==> src/rtl/core_pkg.sv <==
// Shared definitions for the RV64I multicycle control unit: FSM state
// encoding, opcode constants and the datapath mux/ALU select encodings.
// Optional feature macro used by the control FSM: EXC_TRAP_EN.
package core_pkg;

    typedef enum logic [3:0] {
        FETCH  = 4'd0,
        DECODE = 4'd1,
        EXEC_R = 4'd2,
        EXEC_I = 4'd3,
        ADDR   = 4'd4,
        MEM_RD = 4'd5,
        MEM_WB = 4'd6,
        MEM_WR = 4'd7,
        ALU_WB = 4'd8,
        BRANCH = 4'd9,
        JAL    = 4'd10,
        JALR   = 4'd11,
        LUI    = 4'd12,
        TRAP   = 4'd13,
        ERR    = 4'd14
    } state_e;

    localparam logic [6:0] OP_R    = 7'b0110011;
    localparam logic [6:0] OP_IMM  = 7'b0010011;
    localparam logic [6:0] OP_LD   = 7'b0000011;
    localparam logic [6:0] OP_SD   = 7'b0100011;
    localparam logic [6:0] OP_BR   = 7'b1100011;
    localparam logic [6:0] OP_JALR = 7'b1100111;
    localparam logic [6:0] OP_JAL  = 7'b1101111;
    localparam logic [6:0] OP_LUI  = 7'b0110111;

    typedef enum logic [2:0] {
        ALU_ADD   = 3'b000,
        ALU_SUB   = 3'b001,
        ALU_AND   = 3'b010,
        ALU_OR    = 3'b011,
        ALU_SLT   = 3'b100,
        ALU_PASSB = 3'b111
    } alu_op_e;

    typedef enum logic [1:0] {
        WB_ALUOUT = 2'b00,
        WB_MDR    = 2'b01,
        WB_PC     = 2'b10,
        WB_IMM    = 2'b11
    } wb_sel_e;

    typedef enum logic [1:0] {
        SRC_A_PC   = 2'b00,
        SRC_A_RS1  = 2'b01,
        SRC_A_ZERO = 2'b10
    } src_a_e;

    typedef enum logic [1:0] {
        SRC_B_RS2  = 2'b00,
        SRC_B_FOUR = 2'b01,
        SRC_B_IMM  = 2'b10
    } src_b_e;

    // States that hold a memory request open until mem_ready.
    function automatic logic is_mem_wait_state(input state_e s);
        return (s == FETCH) || (s == MEM_RD) || (s == MEM_WR);
    endfunction

endpackage

==> src/rtl/ctrl_alu_decode.sv <==
// R-type ALU operation decode: funct3 / funct7[5] -> alu_op.
// Encodings this core does not implement fall back to add.
module ctrl_alu_decode
    import core_pkg::*;
(
    input  logic [2:0] funct3,
    input  logic       funct7_b5,
    output logic [2:0] alu_op
);

    // Pure lookup from the instruction function fields to the ALU select.
    always_comb begin
        alu_op = ALU_ADD;
        case (funct3)
            3'b000:  alu_op = funct7_b5 ? ALU_SUB : ALU_ADD;
            3'b010:  alu_op = ALU_SLT;
            3'b110:  alu_op = ALU_OR;
            3'b111:  alu_op = ALU_AND;
            default: alu_op = ALU_ADD;
        endcase
    end

endmodule

==> src/rtl/multicycle_ctrl_fsm.sv <==
// Multicycle control FSM for the RV64I core. Sequences one instruction at a
// time from FETCH to writeback and drives every datapath enable/mux select.
// Optional macro EXC_TRAP_EN: illegal opcodes save EPC and redirect the PC to
// TRAP_VECTOR; without it an illegal opcode is a one-cycle no-op.
module multicycle_ctrl_fsm
    import core_pkg::*;
#(
    parameter logic [63:0] TRAP_VECTOR = 64'h0000_0000_0000_00FF,
    parameter int unsigned MEM_TIMEOUT = 16
) (
    input  logic        clk,
    input  logic        reset,
    input  logic [31:0] instr,
    input  logic        alu_zero,
    input  logic        alu_lt,
    input  logic        mem_ready,
    output logic        pc_write,
    output logic        pc_write_cond,
    output logic        ir_write,
    output logic        mem_read,
    output logic        mem_write,
    output logic        iord,
    output logic        reg_write,
    output logic [1:0]  wb_sel,
    output logic [1:0]  alu_src_a,
    output logic [1:0]  alu_src_b,
    output logic [2:0]  alu_op,
    output logic        epc_write,
    output logic        err,
    output logic [3:0]  state_o
);

    localparam int unsigned      CNT_W    = $clog2(MEM_TIMEOUT + 1);
    localparam logic [CNT_W-1:0] CNT_LAST = CNT_W'(MEM_TIMEOUT - 1);

    state_e           state_reg, state_next;
    logic [CNT_W-1:0] wait_cnt_reg, wait_cnt_next;
    logic             err_reg;

    logic [6:0] opcode;
    logic [2:0] funct3;
    logic [2:0] r_alu_op;
    logic       taken;
    logic       mem_wait;
    logic       run;

    logic    pc_write_d, pc_write_cond_d, ir_write_d, mem_read_d, mem_write_d;
    logic    iord_d, reg_write_d, epc_write_d;
    wb_sel_e wb_sel_d;
    src_a_e  src_a_d;
    src_b_e  src_b_d;
    alu_op_e alu_op_d;

    // The trap target is muxed into the PC by the datapath, which shares this
    // parameter; only the opcode/funct fields of the IR steer control here.
    logic unused_inputs;
    assign unused_inputs = ^{instr[31], instr[29:15], instr[11:7], alu_lt, TRAP_VECTOR};

    assign opcode = instr[6:0];
    assign funct3 = instr[14:12];

    ctrl_alu_decode u_alu_decode (
        .funct3    (funct3),
        .funct7_b5 (instr[30]),
        .alu_op    (r_alu_op)
    );

    // Only beq/bne are resolved here; any other funct3 is treated as not taken.
    assign taken = (funct3 == 3'b000) ? alu_zero :
                   (funct3 == 3'b001) ? ~alu_zero : 1'b0;

    assign mem_wait = is_mem_wait_state(state_reg) && !mem_ready;

    // Next-state, Moore outputs and the memory-wait watchdog.
    always_comb begin
        state_next      = state_reg;
        wait_cnt_next   = '0;
        pc_write_d      = 1'b0;
        pc_write_cond_d = 1'b0;
        ir_write_d      = 1'b0;
        mem_read_d      = 1'b0;
        mem_write_d     = 1'b0;
        iord_d          = 1'b0;
        reg_write_d     = 1'b0;
        epc_write_d     = 1'b0;
        wb_sel_d        = WB_ALUOUT;
        src_a_d         = SRC_A_PC;
        src_b_d         = SRC_B_RS2;
        alu_op_d        = ALU_ADD;

        case (state_reg)
            FETCH: begin
                mem_read_d = 1'b1;
                src_b_d    = SRC_B_FOUR;
                if (mem_ready) begin
                    ir_write_d = 1'b1;
                    pc_write_d = 1'b1;
                    state_next = DECODE;
                end
            end
            DECODE: begin
                // Branch target is precomputed into ALUOut while dispatching.
                src_b_d = SRC_B_IMM;
                case (opcode)
                    OP_R:          state_next = EXEC_R;
                    OP_IMM:        state_next = EXEC_I;
                    OP_LD, OP_SD:  state_next = ADDR;
                    OP_BR:         state_next = BRANCH;
                    OP_JALR:       state_next = JALR;
                    OP_JAL:        state_next = JAL;
                    OP_LUI:        state_next = LUI;
                    default:       state_next = TRAP;
                endcase
            end
            EXEC_R: begin
                src_a_d    = SRC_A_RS1;
                alu_op_d   = alu_op_e'(r_alu_op);
                state_next = ALU_WB;
            end
            EXEC_I: begin
                src_a_d    = SRC_A_RS1;
                src_b_d    = SRC_B_IMM;
                state_next = ALU_WB;
            end
            ALU_WB: begin
                reg_write_d = 1'b1;
                state_next  = FETCH;
            end
            ADDR: begin
                src_a_d    = SRC_A_RS1;
                src_b_d    = SRC_B_IMM;
                state_next = (opcode == OP_SD) ? MEM_WR : MEM_RD;
            end
            MEM_RD: begin
                mem_read_d = 1'b1;
                iord_d     = 1'b1;
                if (mem_ready) state_next = MEM_WB;
            end
            MEM_WB: begin
                reg_write_d = 1'b1;
                wb_sel_d    = WB_MDR;
                state_next  = FETCH;
            end
            MEM_WR: begin
                mem_write_d = 1'b1;
                iord_d      = 1'b1;
                if (mem_ready) state_next = FETCH;
            end
            BRANCH: begin
                src_a_d         = SRC_A_RS1;
                alu_op_d        = ALU_SUB;
                pc_write_cond_d = taken;
                state_next      = FETCH;
            end
            JAL: begin
                pc_write_d  = 1'b1;
                reg_write_d = 1'b1;
                wb_sel_d    = WB_PC;
                state_next  = FETCH;
            end
            JALR: begin
                pc_write_d  = 1'b1;
                reg_write_d = 1'b1;
                wb_sel_d    = WB_PC;
                src_a_d     = SRC_A_RS1;
                src_b_d     = SRC_B_IMM;
                state_next  = FETCH;
            end
            LUI: begin
                reg_write_d = 1'b1;
                wb_sel_d    = WB_IMM;
                state_next  = FETCH;
            end
            TRAP: begin
`ifdef EXC_TRAP_EN
                epc_write_d = 1'b1;
                pc_write_d  = 1'b1;
`else
                epc_write_d = 1'b0;
`endif
                state_next = FETCH;
            end
            ERR: begin
                state_next = ERR;
            end
            default: begin
                state_next = FETCH;
            end
        endcase

        // Any cycle a request is held unanswered counts toward the timeout;
        // the counter clears itself on ready or on leaving the state.
        if (mem_wait) begin
            if (wait_cnt_reg == CNT_LAST) begin
                state_next = ERR;
            end else begin
                wait_cnt_next = wait_cnt_reg + CNT_W'(1);
            end
        end
    end

    // State, wait counter and sticky error flag.
    always_ff @(posedge clk) begin
        if (reset) begin
            state_reg    <= FETCH;
            wait_cnt_reg <= '0;
            err_reg      <= 1'b0;
        end else begin
            state_reg    <= state_next;
            wait_cnt_reg <= wait_cnt_next;
            if (state_next == ERR) err_reg <= 1'b1;
        end
    end

    // Reset masks every output so no write can slip out during the reset cycle.
    assign run           = ~reset;
    assign pc_write      = run & pc_write_d;
    assign pc_write_cond = run & pc_write_cond_d;
    assign ir_write      = run & ir_write_d;
    assign mem_read      = run & mem_read_d;
    assign mem_write     = run & mem_write_d;
    assign iord          = run & iord_d;
    assign reg_write     = run & reg_write_d;
    assign epc_write     = run & epc_write_d;
    assign wb_sel        = wb_sel_d & {2{run}};
    assign alu_src_a     = src_a_d & {2{run}};
    assign alu_src_b     = src_b_d & {2{run}};
    assign alu_op        = alu_op_d & {3{run}};
    assign err           = run & err_reg;
    assign state_o       = state_reg & {4{run}};

endmodule

==> config.mk <==
export PLATFORM = sky130hd
export DESIGN_NAME = multicycle_ctrl_fsm
export DESIGN_NICKNAME = d
export VERILOG_FILES = /design/src/rtl/core_pkg.sv /design/src/rtl/ctrl_alu_decode.sv /design/src/rtl/multicycle_ctrl_fsm.sv
export SDC_FILE = /design/constraint.sdc
export NUM_CORES = 1
export LEC_CHECK = 0
export ABC_CLOCK_PERIOD_IN_PS = 2900
export CORE_MARGIN = 2
export CORE_UTILIZATION = 40
export DETAILED_ROUTE_END_ITERATION = 10
export GPL_TIMING_DRIVEN = 0
export HOLD_SLACK_MARGIN = 0.05
export PLACE_DENSITY = 0.86
export SETUP_SLACK_MARGIN = 0.1
export SLEW_MARGIN = 20
export SYNTH_ARGS = -nofsm -noshare
export SYNTH_HDL_FRONTEND = slang
export SYNTH_SLANG_ARGS = --single-unit
==> constraint.sdc <==
create_clock -name clk -period 2.9 [get_ports clk]
set_input_delay 0.29 -clock clk [delete_from_list [all_inputs] [get_ports clk]]
set_output_delay 0.29 -clock clk [all_outputs]
set_load 0.02 [all_outputs]
==> results.toml <==
[min_path]
hold_class = "flop to flop"
hold_end = "wait_cnt_reg[0]"
whs_path_depth = 1
min-delay-start = "wait_cnt_reg[0]"

[setup_path]
critPathKind = "input pin to output pin"
startpoint_type = "input pin"
worst_ep_arrival_time_ns = 2.32
reg2reg_to = "state_reg[1]"
reg2regPathDepth = 7
crit_start = "reset"
end_kind = "output pin"
cp_max_fo = 10
r2r_start = "wait_cnt_reg[0]"
r2r_setup_slack_ns = 1.21
critPathRequiredTime_ns = 2.61

[power]
switching_power_mw = 0.2671
total_power_mw = 0.6484
peakVddDrop_uv = 453.3
pwr-share-seq_pct = 25.0
total_leakage_power_nw = 0.5255
power-per-cell-area_mw_per_mm2 = 476.7
p_int_mw = 0.3813
p_comb_share_pct = 54.3
p_sw_share_pct = 41.19
clkPwrFrac_pct = 20.7

[grt]
overflow = 0
grt_pass1_wl_mm = 4.547
gr-max-usage-layer = "met2"
grt_max_degree = 11
use_met3_pct = 3.107
grtUsageMet1_pct = 26.55
grt_pass1_vias = 1049
antenna_found_initial = 0
grt_use_total_pct = 21.60
gr-usage-met2_pct = 36.88

[synth]
netlist_area_um2 = 954.7
synth-async-reset-ratio_pct = 0
synth_ff_type = "dfxtp_1"
synth_edf_count = 0
synth_warnings = 0
ys_ff_latch = 10
synth_cell_types = 46
synth_area_per_cell_um2 = 7.288
synthCells = 131
yosysSeqAreaShare_pct = 20.97

[cts]
clkSinkCount = 10
clk_pin_slew_ns = 0.07
clk_latency_ns = 0.28
post_cts_buffers = 0
tritoncts = "done"
root_buffer = "clkbuf_4"
cts_buffers = 3
cts_hold_buf = 0
clock_path_buffers = 2
cts.htree.levels = 1
cts_resized = 0

[sta]
drv_slew = 0
final.period_utilization_pct = 89.88
worst_pin_slew_ns = 0.5152
fin_crit_ns = 2.606
setup_viol = 0
relSlewSlack_pct = 65.65
max_freq_mhz = 383.7
fin_tns_setup_ns = 0
rsz0062_at_grt = "no"
skew_ns = 0.007794
hold_viol_final = 0

[floorplanning]
initial_core_util_pct = 42.75
placement_rows = 17
dieArea_mm2 = 0.002794
fp.coreArea_mm2 = 0.002233
die_w_um = 52.86
dieHeight_um = 52.86
io_pins = 59

[layout]
n_fill_cell = 209
nets = 209
regArea_um2 = 200.2
diodes = 0
postLayoutCoreUtil_pct = 60.90
layout-drive-gt1-share_pct = 11.83
largest_reg_flops = 5
syn_to_final_growth_pct = 42.46
multi_input_area_um2 = 664.4

[detailed_routing]
routed_wl_mm = 2.779
via_per_inst = 5.756
first_pass_iters = 4
routed-via-count = 1134
drc = 0
wl_per_cell_um = 14.11
drt_iter0_drc = 34
antenna_left = 0

[status]
status = "finished, final reports clean"

[run]
max_cap_violations = 0

[placed_design]
portBuffers = 33
dp_hpwl_mm = 2.102
place_congestion = 0.8513
-- cell families after synthesis --
group                    count (synthesis)  synth area share, %
AND/OR/NAND/NOR                         67                38.27
AO/OA/AOI/OAI                           27                22.41
buffers and inverters                   18                9.829
flip-flops                              10                20.97
XOR/XNOR                                 6                5.506
adder cells (fa/ha/maj)                  2                2.621
other                                    1               0.3928
-- power by group through the flow --
stage | logic, mW | registers (mW) | clock network, mW
final | 0.352 | 0.162 | 0.134
after detailed placement | 0.346 | 0.165 | 0
after floorplan | 0.232 | 0.162 | 0
after CTS | 0.348 | 0.161 | 0.136
after global routing | 0.379 | 0.163 | 0.143
after global placement | 0.338 | 0.164 | 0
-- worst max-delay path by stage --
stage / to / slack [ns] / cells after the start
detailed placement: wb_sel[0] / 0.34 / 5
CTS: wb_sel[0] / 0.33 / 5
global route: alu_op[0] / 0.19 / 5
finish: alu_src_a[0] / 0.29 / 5
global placement: alu_src_b[1] / 0.38 / 5
floorplan: pc_write / 0.90 / 5
-- metal layers --
metal | part of all wire (%) | up-vias
li1 | - | 546
met1 | 40 | 535
met2 | 51 | 44
met4 | 2.4 | 0
met5 | 0 | -
met3 | 6.2 | 9
-- placed cells by master, fill, tap and decap left out, types with 5 or more instances in the layout --
| cell type | netlist | layout |
|---|---|---|
| nor4_1 | 5 | 5 |
| nand2b_1 | 7 | 7 |
| inv_1 | 6 | 6 |
| dfxtp_1 | 10 | 10 |
| buf_2 | 6 | 6 |
| nor2_1 | 19 | 19 |
| nand2_1 | 8 | 8 |
| nor2b_1 | 5 | 5 |
| clkdlybuf4s50_1 | 0 | 33 |
| a31oi_1 | 5 | 5 |
| nor3_1 | 6 | 6 |
-- critical path, stage by stage --
cell and delay [ns]:
clkdlybuf4s50_1 0.50, clkbuf_1 0.42, buf_1 0.43, nor2_1 0.11
clkdlybuf4s50_1 0.56
-- through the flow --
| stage | std cells | instance area [µm²] | setup WS, ns | hold WS, ns |
|---|---|---|---|---|
| after floorplan | 132 | 958.4 | 0.8988 | 0.4175 |
| after global placement | 193 | 1324 | 0.3848 | 0.4338 |
| after detailed placement | 193 | 1324 | 0.3378 | 0.4402 |
| after CTS | 197 | 1360 | 0.3298 | 0.4547 |
| after global routing | 197 | 1360 | 0.1931 | 0.4749 |
| final | 197 | 1360 | 0.2935 | 0.4535 |
-- cell type report --
class	instances	area share (%)
buffer	12	5.244
clock buffer	4	2.668
timing repair buffer	33	24.29
sequential	10	14.72
inverter	6	1.656
tap	28	2.576
multi-input combinational	104	48.85
-- Yosys cell counts (all sizes together), types with 2 or more instances --
library cell / n / area share [%]
nand2b: 7 / 4.6
a2111oi: 2 / 3.1
a31oi: 5 / 3.3
nor2: 19 / 7.5
xor2: 3 / 2.8
o21bai: 2 / 1.6
ha: 2 / 2.6
a22oi: 2 / 1.6
and3: 3 / 2.0
dfxtp: 10 / 21
a21oi: 2 / 1.0
nor4: 6 / 4.6
nand2: 8 / 3.1
nor2b: 6 / 4.7
a2bb2oi: 2 / 1.8
inv: 6 / 2.4
nand3: 3 / 1.6
nor3: 6 / 3.1
o21ai: 4 / 2.1
xnor2: 3 / 2.8
buf: 11 / 7.1
Note: power is estimated with default switching activity, not from simulation.
